File: src/rtl/mem_arb_pkg.sv
// Shared types and constants for the instruction/data memory arbiter.
package mem_arb_pkg;

    typedef enum logic [1:0] {
        IDLE,
        ACCESS,
        HOLD,
        DONE
    } arb_state_e;

    typedef enum logic {
        PORT_I,
        PORT_D
    } arb_port_e;

    localparam logic [1:0] ALIGN_MASK = 2'b11;

    function automatic logic is_misaligned(input logic [1:0] addr_lsb);
        return |(addr_lsb & ALIGN_MASK);
    endfunction

endpackage

File: src/rtl/mem_arbiter.sv
// Shares one single-port word memory between the instruction-fetch and data ports,
// sequencing cs/we and returning a one-cycle ack with registered read data.
//
// state  | meaning
// IDLE   | arbitrate; latch winner's port, we, addr, wdata
// ACCESS | first memory cycle (cs=1, we=latched we)
// HOLD   | loads only: re-read same word, capture rdata at end of cycle
// DONE   | ack cycle for the winner; requests are not sampled
module mem_arbiter
    import mem_arb_pkg::*;
#(
    parameter int width        = 32,
    parameter int starve_limit = 4
) (
    input  logic             clk,
    input  logic             rst_n,

    input  logic             i_req,
    input  logic [width-1:0] i_addr,
    output logic             i_ack,
    output logic [width-1:0] i_rdata,
    output logic             i_err,

    input  logic             d_req,
    input  logic             d_we,
    input  logic [width-1:0] d_addr,
    input  logic [width-1:0] d_wdata,
    output logic             d_ack,
    output logic [width-1:0] d_rdata,
    output logic             d_err,

    output logic             mem_cs,
    output logic             mem_we,
    output logic [width-1:0] mem_addr,
    output logic [width-1:0] mem_wdata,
    input  logic [width-1:0] mem_rdata
);

    localparam logic [3:0] LIMIT = 4'(starve_limit);

    arb_state_e       state_q, state_d;
    arb_port_e        port_q, port_d;
    logic [3:0]       streak_q, streak_d;
    logic             mem_cs_q, mem_cs_d;
    logic             mem_we_q, mem_we_d;
    logic [width-1:0] mem_addr_q, mem_addr_d;
    logic [width-1:0] mem_wdata_q, mem_wdata_d;
    logic             i_ack_q, i_ack_d;
    logic             d_ack_q, d_ack_d;
    logic             i_err_q, i_err_d;
    logic             d_err_q, d_err_d;
    logic [width-1:0] i_rdata_q, i_rdata_d;
    logic [width-1:0] d_rdata_q, d_rdata_d;

    logic             grant_i;
    logic [width-1:0] sel_addr;
    logic             sel_err;

    always_comb begin
        // Data port wins unless the instruction port has been passed over starve_limit times.
        grant_i  = i_req && (!d_req || (streak_q == LIMIT));
        sel_addr = grant_i ? i_addr : d_addr;
        sel_err  = is_misaligned(sel_addr[1:0]);

        state_d     = state_q;
        port_d      = port_q;
        streak_d    = streak_q;
        mem_cs_d    = 1'b0;
        mem_we_d    = 1'b0;
        mem_addr_d  = mem_addr_q;
        mem_wdata_d = mem_wdata_q;
        i_ack_d     = 1'b0;
        d_ack_d     = 1'b0;
        i_err_d     = 1'b0;
        d_err_d     = 1'b0;
        i_rdata_d   = '0;
        d_rdata_d   = '0;

        unique case (state_q)
            IDLE: begin
                if (!i_req) begin
                    streak_d = '0;
                end
                if (i_req || d_req) begin
                    port_d     = grant_i ? PORT_I : PORT_D;
                    mem_addr_d = sel_addr;
                    if (grant_i) begin
                        streak_d = '0;
                    end else begin
                        mem_wdata_d = d_wdata;
                        if (i_req && (streak_q != LIMIT)) begin
                            streak_d = streak_q + 4'd1;
                        end
                    end
                    if (sel_err) begin
                        state_d = DONE;
                        i_ack_d = grant_i;
                        d_ack_d = !grant_i;
                        i_err_d = grant_i;
                        d_err_d = !grant_i;
                    end else begin
                        state_d  = ACCESS;
                        mem_cs_d = 1'b1;
                        mem_we_d = !grant_i && d_we;
                    end
                end
            end
            ACCESS: begin
                // mem_we_q still holds the latched we during ACCESS.
                if (mem_we_q) begin
                    state_d = DONE;
                    i_ack_d = (port_q == PORT_I);
                    d_ack_d = (port_q == PORT_D);
                end else begin
                    state_d  = HOLD;
                    mem_cs_d = 1'b1;
                end
            end
            HOLD: begin
                state_d = DONE;
                if (port_q == PORT_I) begin
                    i_ack_d   = 1'b1;
                    i_rdata_d = mem_rdata;
                end else begin
                    d_ack_d   = 1'b1;
                    d_rdata_d = mem_rdata;
                end
            end
            DONE: begin
                state_d = IDLE;
            end
            default: begin
                state_d = IDLE;
            end
        endcase
    end

    always_ff @(posedge clk or negedge rst_n) begin
        if (!rst_n) begin
            state_q     <= IDLE;
            port_q      <= PORT_I;
            streak_q    <= '0;
            mem_cs_q    <= 1'b0;
            mem_we_q    <= 1'b0;
            mem_addr_q  <= '0;
            mem_wdata_q <= '0;
            i_ack_q     <= 1'b0;
            d_ack_q     <= 1'b0;
            i_err_q     <= 1'b0;
            d_err_q     <= 1'b0;
            i_rdata_q   <= '0;
            d_rdata_q   <= '0;
        end else begin
            state_q     <= state_d;
            port_q      <= port_d;
            streak_q    <= streak_d;
            mem_cs_q    <= mem_cs_d;
            mem_we_q    <= mem_we_d;
            mem_addr_q  <= mem_addr_d;
            mem_wdata_q <= mem_wdata_d;
            i_ack_q     <= i_ack_d;
            d_ack_q     <= d_ack_d;
            i_err_q     <= i_err_d;
            d_err_q     <= d_err_d;
            i_rdata_q   <= i_rdata_d;
            d_rdata_q   <= d_rdata_d;
        end
    end

    assign mem_cs    = mem_cs_q;
    assign mem_we    = mem_we_q;
    assign mem_addr  = mem_addr_q;
    assign mem_wdata = mem_wdata_q;
    assign i_ack     = i_ack_q;
    assign i_err     = i_err_q;
    assign i_rdata   = i_rdata_q;
    assign d_ack     = d_ack_q;
    assign d_err     = d_err_q;
    assign d_rdata   = d_rdata_q;

endmodule

File: config.mk
export PLATFORM = sky130hd
export DESIGN_NAME = mem_arbiter
export DESIGN_NICKNAME = d
export VERILOG_FILES = /design/src/rtl/mem_arb_pkg.sv /design/src/rtl/mem_arbiter.sv
export SDC_FILE = /design/constraint.sdc
export NUM_CORES = 1
export LEC_CHECK = 0
export BUFFER_PORTS_ARGS = -buffer_cell sky130_fd_sc_hd__clkbuf_2
export CORE_MARGIN = 1
export CORE_UTILIZATION = 46
export CTS_CLUSTER_DIAMETER = 150
export DETAILED_ROUTE_END_ITERATION = 7
export GPL_ROUTABILITY_DRIVEN = 0
export PLACE_DENSITY = 0.88
export SLEW_MARGIN = 20
export SYNTH_ARGS = -nofsm -noshare
export SYNTH_HDL_FRONTEND = slang
export SYNTH_SLANG_ARGS = --single-unit
File: constraint.sdc
create_clock -name clk -period 2.27 [get_ports clk]
set_input_delay 0.3405 -clock clk [delete_from_list [all_inputs] [get_ports clk]]
set_output_delay 0.3405 -clock clk [all_outputs]
set_load 0.01 [all_outputs]
---- Word-level counts from Yosys, hierarchy flattened ----
Cells that the tools add are included.
storage, ports and cells
  register bits ........................... 141
  input bits .............................. 133
  output and inout port bits .............. 134
cells by class
  add/subtract/negate cells ............... 1
  equal/unequal tests ..................... 6
  multiplexer cells ....................... 33
  bitwise gates (word level) .............. 2
  reductions and logical operators ........ 11
operators by type and width
  kind                   number
  $mux W32               5
  $mux W1                18
  $mux W4                4
  $pmux W2 S4            1
  $pmux W1 S3            2
  $add A4 B1 Y4 const B  1
  $eq A2 B2 Y1 const B   2
  $eq A4 B3 Y1 const B   1
  $mux W2                2
  $ne A4 B3 Y1 const B   1
  $logic_and A1 B1 Y1    3
  $reduce_and A3 Y1      1
  $eq A2 B1 Y1 const B   1
  $logic_not A1 Y1       2
  $logic_not A2 Y1       1
  $logic_or A1 B1 Y1     2
  $ne A2 B2 Y1 const B   1
  $not A1 Y1             2
  $pmux W1 S2            1
  $reduce_and A2 Y1      1
  $reduce_or A2 Y1       1

---- Depth between registers and ports, before layout ----
  depth after elaboration ................. 8
  gate-level depth with buffers ........... 7

---- Worst setup path after synthesis ----
Ideal clock, no wire load.
  kind .................................... register to register
  from .................................... register streak_q[0]
  to ...................................... register mem_wdata_q[10], in the netlist mem_wdata[10]
  setup time .............................. 0.125 ns
  data arrival time ....................... 1.592 ns
  data required time ...................... 2.145 ns
  setup slack ............................. 0.553 ns
  stages on the path, launching flop included .. 8
  clock period less this slack ............ 1.717 ns
  path through ............................ dfrtp_1 > inv_1 > ha_1 > nand4b_4 > and3_1 > buf_6 > buf_6 > mux2_4
on the way
  cells in the longest elaborated chain, start to end .. 5
ends and longest elaborated chain
  element                             RTL line            source
  from (decl)                         mem_arbiter.sv:43   logic [3:0] streak_q, streak_d;
  from (signal assigned)              mem_arbiter.sv:156  streak_q <= streak_d;
  $eq A4 B3 Y1                        mem_arbiter.sv:61   grant_i = i_req && (!d_req || (streak_q == LIMIT));
  $logic_or A1 B1 Y1                  mem_arbiter.sv:61
  $logic_and A1 B1 Y1                 mem_arbiter.sv:61
  $not A1 Y1 (no source line)         -
  $reduce_and A3 Y1 (no source line)  -
  to (signal assigned)                mem_arbiter.sv:160  mem_wdata_q <= mem_wdata_d;
  to (decl)                           mem_arbiter.sv:47   logic [width-1:0] mem_wdata_q, mem_wdata_d;
Every way passes these cells.
A chain may end at the register's enable or synchronous reset.

---- Worst setup path in the final report ----
  from .................................... register state_q[0]
  to ...................................... register mem_addr_q[6], in the netlist mem_addr[6]
on the way
  cells in the longest elaborated chain, start to end .. 2
ends and longest elaborated chain
  element                             RTL line            source
  from (decl)                         mem_arbiter.sv:41   arb_state_e state_q, state_d;
  from (signal assigned)              mem_arbiter.sv:154  state_q <= state_d;
  $logic_not A2 Y1                    mem_arbiter.sv:79   unique case (state_q)
  $reduce_and A2 Y1 (no source line)  -
  to (signal assigned)                mem_arbiter.sv:159  mem_addr_q <= mem_addr_d;
  to (decl)                           mem_arbiter.sv:46   logic [width-1:0] mem_addr_q, mem_addr_d;
Every way passes these cells.

==> run summary <==
========================================================================================================
Arr. time, crit path                                                                             2.42 ns
Worst relative slew slack                                                                          59.4%
Height of the die                                                                                 113 um
Die boundary width                                                                                113 um
CP most frequent cell                                                                       sky130_fd_sc_hd__buf_4
Worst hold path class                                                                          in -> reg
Average routed wire per standard cell                                                            16.2 um
Initial standard-cell utilization of the core                                                      47.0%
Detail Route Antenna Nets                                                                              0
Boundary pin count                                                                                   267
Grt ovf                                                                                                0
Clock insertion delay at the later pin of the skew report                                        0.41 ns
Post-synthesis adder-cell area fraction                                                            1.33%
Routed wire length                                                                             14,300 um
Net Count, Synth                                                                                     599
Largest fanout on the critical path                                                                   46
CTS tree                                                                                             yes
Count of clock tree sinks                                                                            141
Residual DRC                                                                                           0
Fin cells                                                                                            881
Core Footprint                                                                                12,000 um2
Max capacitance violation total                                                                        0
Final setup violation count                                                                            0
Final-report hold violation count                                                                      0
Detailed Route Iter0 Violations                                                                      360
Placed cell count                                                                                    849
Commonest non-fill, non-tap cells in the layout                                             sky130_fd_sc_hd__clkbuf_2, sky130_fd_sc_hd__dfrtp_1, sky130_fd_sc_hd__nand2_1
Sequential area share after synthesis                                                              62.5%
Via count of the first global-routing pass                                                         4,442
Critical path capture point type                                                               flip-flop
Post-layout worst setup margin                                                                  0.170 ns
Setup WS pre-CTS                                                                               0.0545 ns
Highest ir drop seen on vdd                                                                     0.623 mV
Critical path launch point type                                                                flip-flop
Full die area                                                                                 12,700 um2
Root buffer cell                                                                            sky130_fd_sc_hd__clkbuf_16
Area after DPL                                                                                  7120 um2
# rows                                                                                                40
Minimum clock period after layout                                                                2.10 ns
Basic-gate share of the synthesized area counting and, or, nand and nor cells                      17.6%
Multiplexer share of the synthesized area                                                          8.42%
Fraction of final layout cells sized beyond drive strength 1                                       46.6%
CP Cell Sequence                                                                            inv_1 -> ha_1 -> buf_4 -> o21a_1 -> buf_4 -> nand2_1 -> o211ai_1
Power density relative to cell area                                                          1300 nW/um2
Slew at the pin with the worst max-slew slack                                                   0.609 ns
Leakage power of the design                                                                      4.17 nW
Crit-path leading delay family                                                              buffers and inverters
Dominant combinational cell family by area after synthesis                                  simple AND/OR/NAND/NOR gates
First-pass GRT wire length                                                                     22,800 um
Synth Area per Inst                                                                             12.3 um2
Area growth, synth to finish                                                                       35.8%
Setup repair after global routing missed its margin                                                false
Detailed placer's ending HPWL                                                                  10,100 um
Final clock period utilization by the worst path                                                   92.5%
Number of antenna diodes                                                                               0
Cell count after synthesis                                                                           460
Complex-gate fraction of the synthesized area                                                      6.58%
Status                                                                                         completed
Synth warnings                                                                                         0
Number of buffers inserted by port buffering                                                         266
Maximum number of pins on one net before global-route repair                                          78
Final core occ                                                                                     63.8%
Final Skew                                                                                    0.00914 ns
NumNets Final                                                                                        861
XOR/XNOR Fraction of Synth Area                                                                       0%
Critical Path Max Stage Delay                                                                    0.44 ns
Count of buffer and inverter cells on the critical path                                                3
Number of buffers on the longest clock path                                                            2
Required time of the critical path                                                               2.59 ns
Total global-route track usage                                                                     23.6%
Via count                                                                                          4,575
Most common cell after layout, fill and taps aside                                          sky130_fd_sc_hd__clkbuf_2
Post-CTS clock slew at the launch and capture registers of the worst setup and hold paths        0.06 ns
Per-cell via count in the routed design                                                             5.19
DRT Pass-1 Iters                                                                                       4
Number of buffers inserted during clock tree synthesis                                                17
Max H-tree Level                                                                                       4
Slowest CP cell                                                                             sky130_fd_sc_hd__buf_4
Synthesis-stage register bit count                                                                   141
Number of unique standard cell types used by synthesis                                                35
FMAX                                                                                           0.476 GHz
Combined area of all synthesized cells                                                          5650 um2
Max-slew violation count                                                                               0
Initial antenna violation count                                                                        0
Setup total negative slack                                                                          0 ns
Critical path type                                                                            reg -> reg
Post-layout instance area                                                                       7670 um2
========================================================================================================
## report_power, final
group | switching (mW) | internal, mW
clock | 1.02 | 1.47
combinational | 1.94 | 1.63
sequential | 0.501 | 3.38
## worst paths after layout
path | startpoint | to | slack, ns | cells past startpoint
worst min-delay path | d_wdata[31] | mem_wdata[31] | 0.15 | 2
worst max register to register | state_q[0] | mem_addr[6] | 0.17 | 7
max in group asynchronous | rst_n | i_ack | 1.34 | 3
worst min register to register | mem_wdata[31] | mem_wdata[31] | 0.49 | 1
worst max-delay path | state_q[0] | mem_addr[6] | 0.17 | 7
min in group asynchronous | rst_n | i_rdata[17] | 0.33 | 2
## cell usage after synthesis (all sizes together)
| master | number | share of area (%) |
|---|---|---|
| mux2i | 1 | 0.18 |
| a21oi | 6 | 0.53 |
| a22o | 1 | 0.16 |
| nand2 | 68 | 4.5 |
| nor4bb | 1 | 0.18 |
| a41oi | 2 | 0.31 |
| ha | 6 | 1.3 |
| a211oi | 1 | 0.13 |
| nand2b | 1 | 0.11 |
| or2 | 1 | 0.11 |
| buf | 12 | 1.5 |
| o22ai | 2 | 0.22 |
| o21ai | 3 | 0.27 |
| o2111ai | 2 | 0.31 |
| and3 | 34 | 3.8 |
| mux2 | 32 | 8.2 |
| and2 | 32 | 3.5 |
| o21a | 1 | 0.13 |
| o211ai | 33 | 4.4 |
| nor2b | 3 | 0.33 |
| nand3b | 1 | 0.13 |
| clkbuf | 24 | 1.6 |
| nor2 | 4 | 0.27 |
| nand3 | 3 | 0.27 |
| nand4 | 33 | 3.7 |
| o31ai | 1 | 0.13 |
| dfrtp | 141 | 62 |
| inv | 8 | 0.53 |
| or3 | 1 | 0.11 |
| and3b | 1 | 0.16 |
| nand4b | 1 | 0.42 |
## per-stage QoR
step / hold slack (ns) / power, mW
global route: 0.135 / 10.5
CTS: 0.128 / 10.0
floorplan: 0.0449 / 6.00
finish: 0.146 / 9.94
global placement: 0.151 / 7.36
detailed placement: 0.152 / 7.51
## what timing repair did
| item | in CTS | in global routing |
|---|---|---|
| endpoints found under the hold margin | 64 | 0 |
| buffers inserted | 0 | 0 |
| resized for setup | 0 | 1 |
| hold buffers | 1 | 0 |
| setup endpoints to repair | 0 | 32 |
## cell families after synthesis
| group | after synthesis |
|---|---|
| buf+inv | 44 |
| simple gates | 184 |
| compound gates | 52 |
| fa+ha+maj | 6 |
| flops | 141 |
| mux | 33 |
## final cells by class
class | count | area, um2
tap | 147 | 184
sequential | 141 | 3530
inverter | 8 | 30.0
multi-input combinational | 275 | 1930
clock buffer | 20 | 467
clock inverter | 11 | 68.8
fill | 923 | 4340
timing repair buffer | 279 | 1460
## flip-flops by register name (all words and copies together) (netlist names)
name	flops
mem_addr	32
i_ack	1
mem_wdata	32
d_err	1
d_ack	1
i_rdata	32
mem_we	1
i_err	1
port_q	1
state_q	2
mem_cs	1
streak_q	4
d_rdata	32
## metal layers
metal | vias up | track usage (%) | wire [um]
met3 | 27 | 6.75 | 1190
li1 | 2131 | - | -
met4 | 0 | 9.96 | 284
met2 | 234 | 39.1 | 7170
met5 | - | 0 | 0
met1 | 2183 | 28.9 | 5640
No activity file was read; power rests on OpenSTA's default activity.
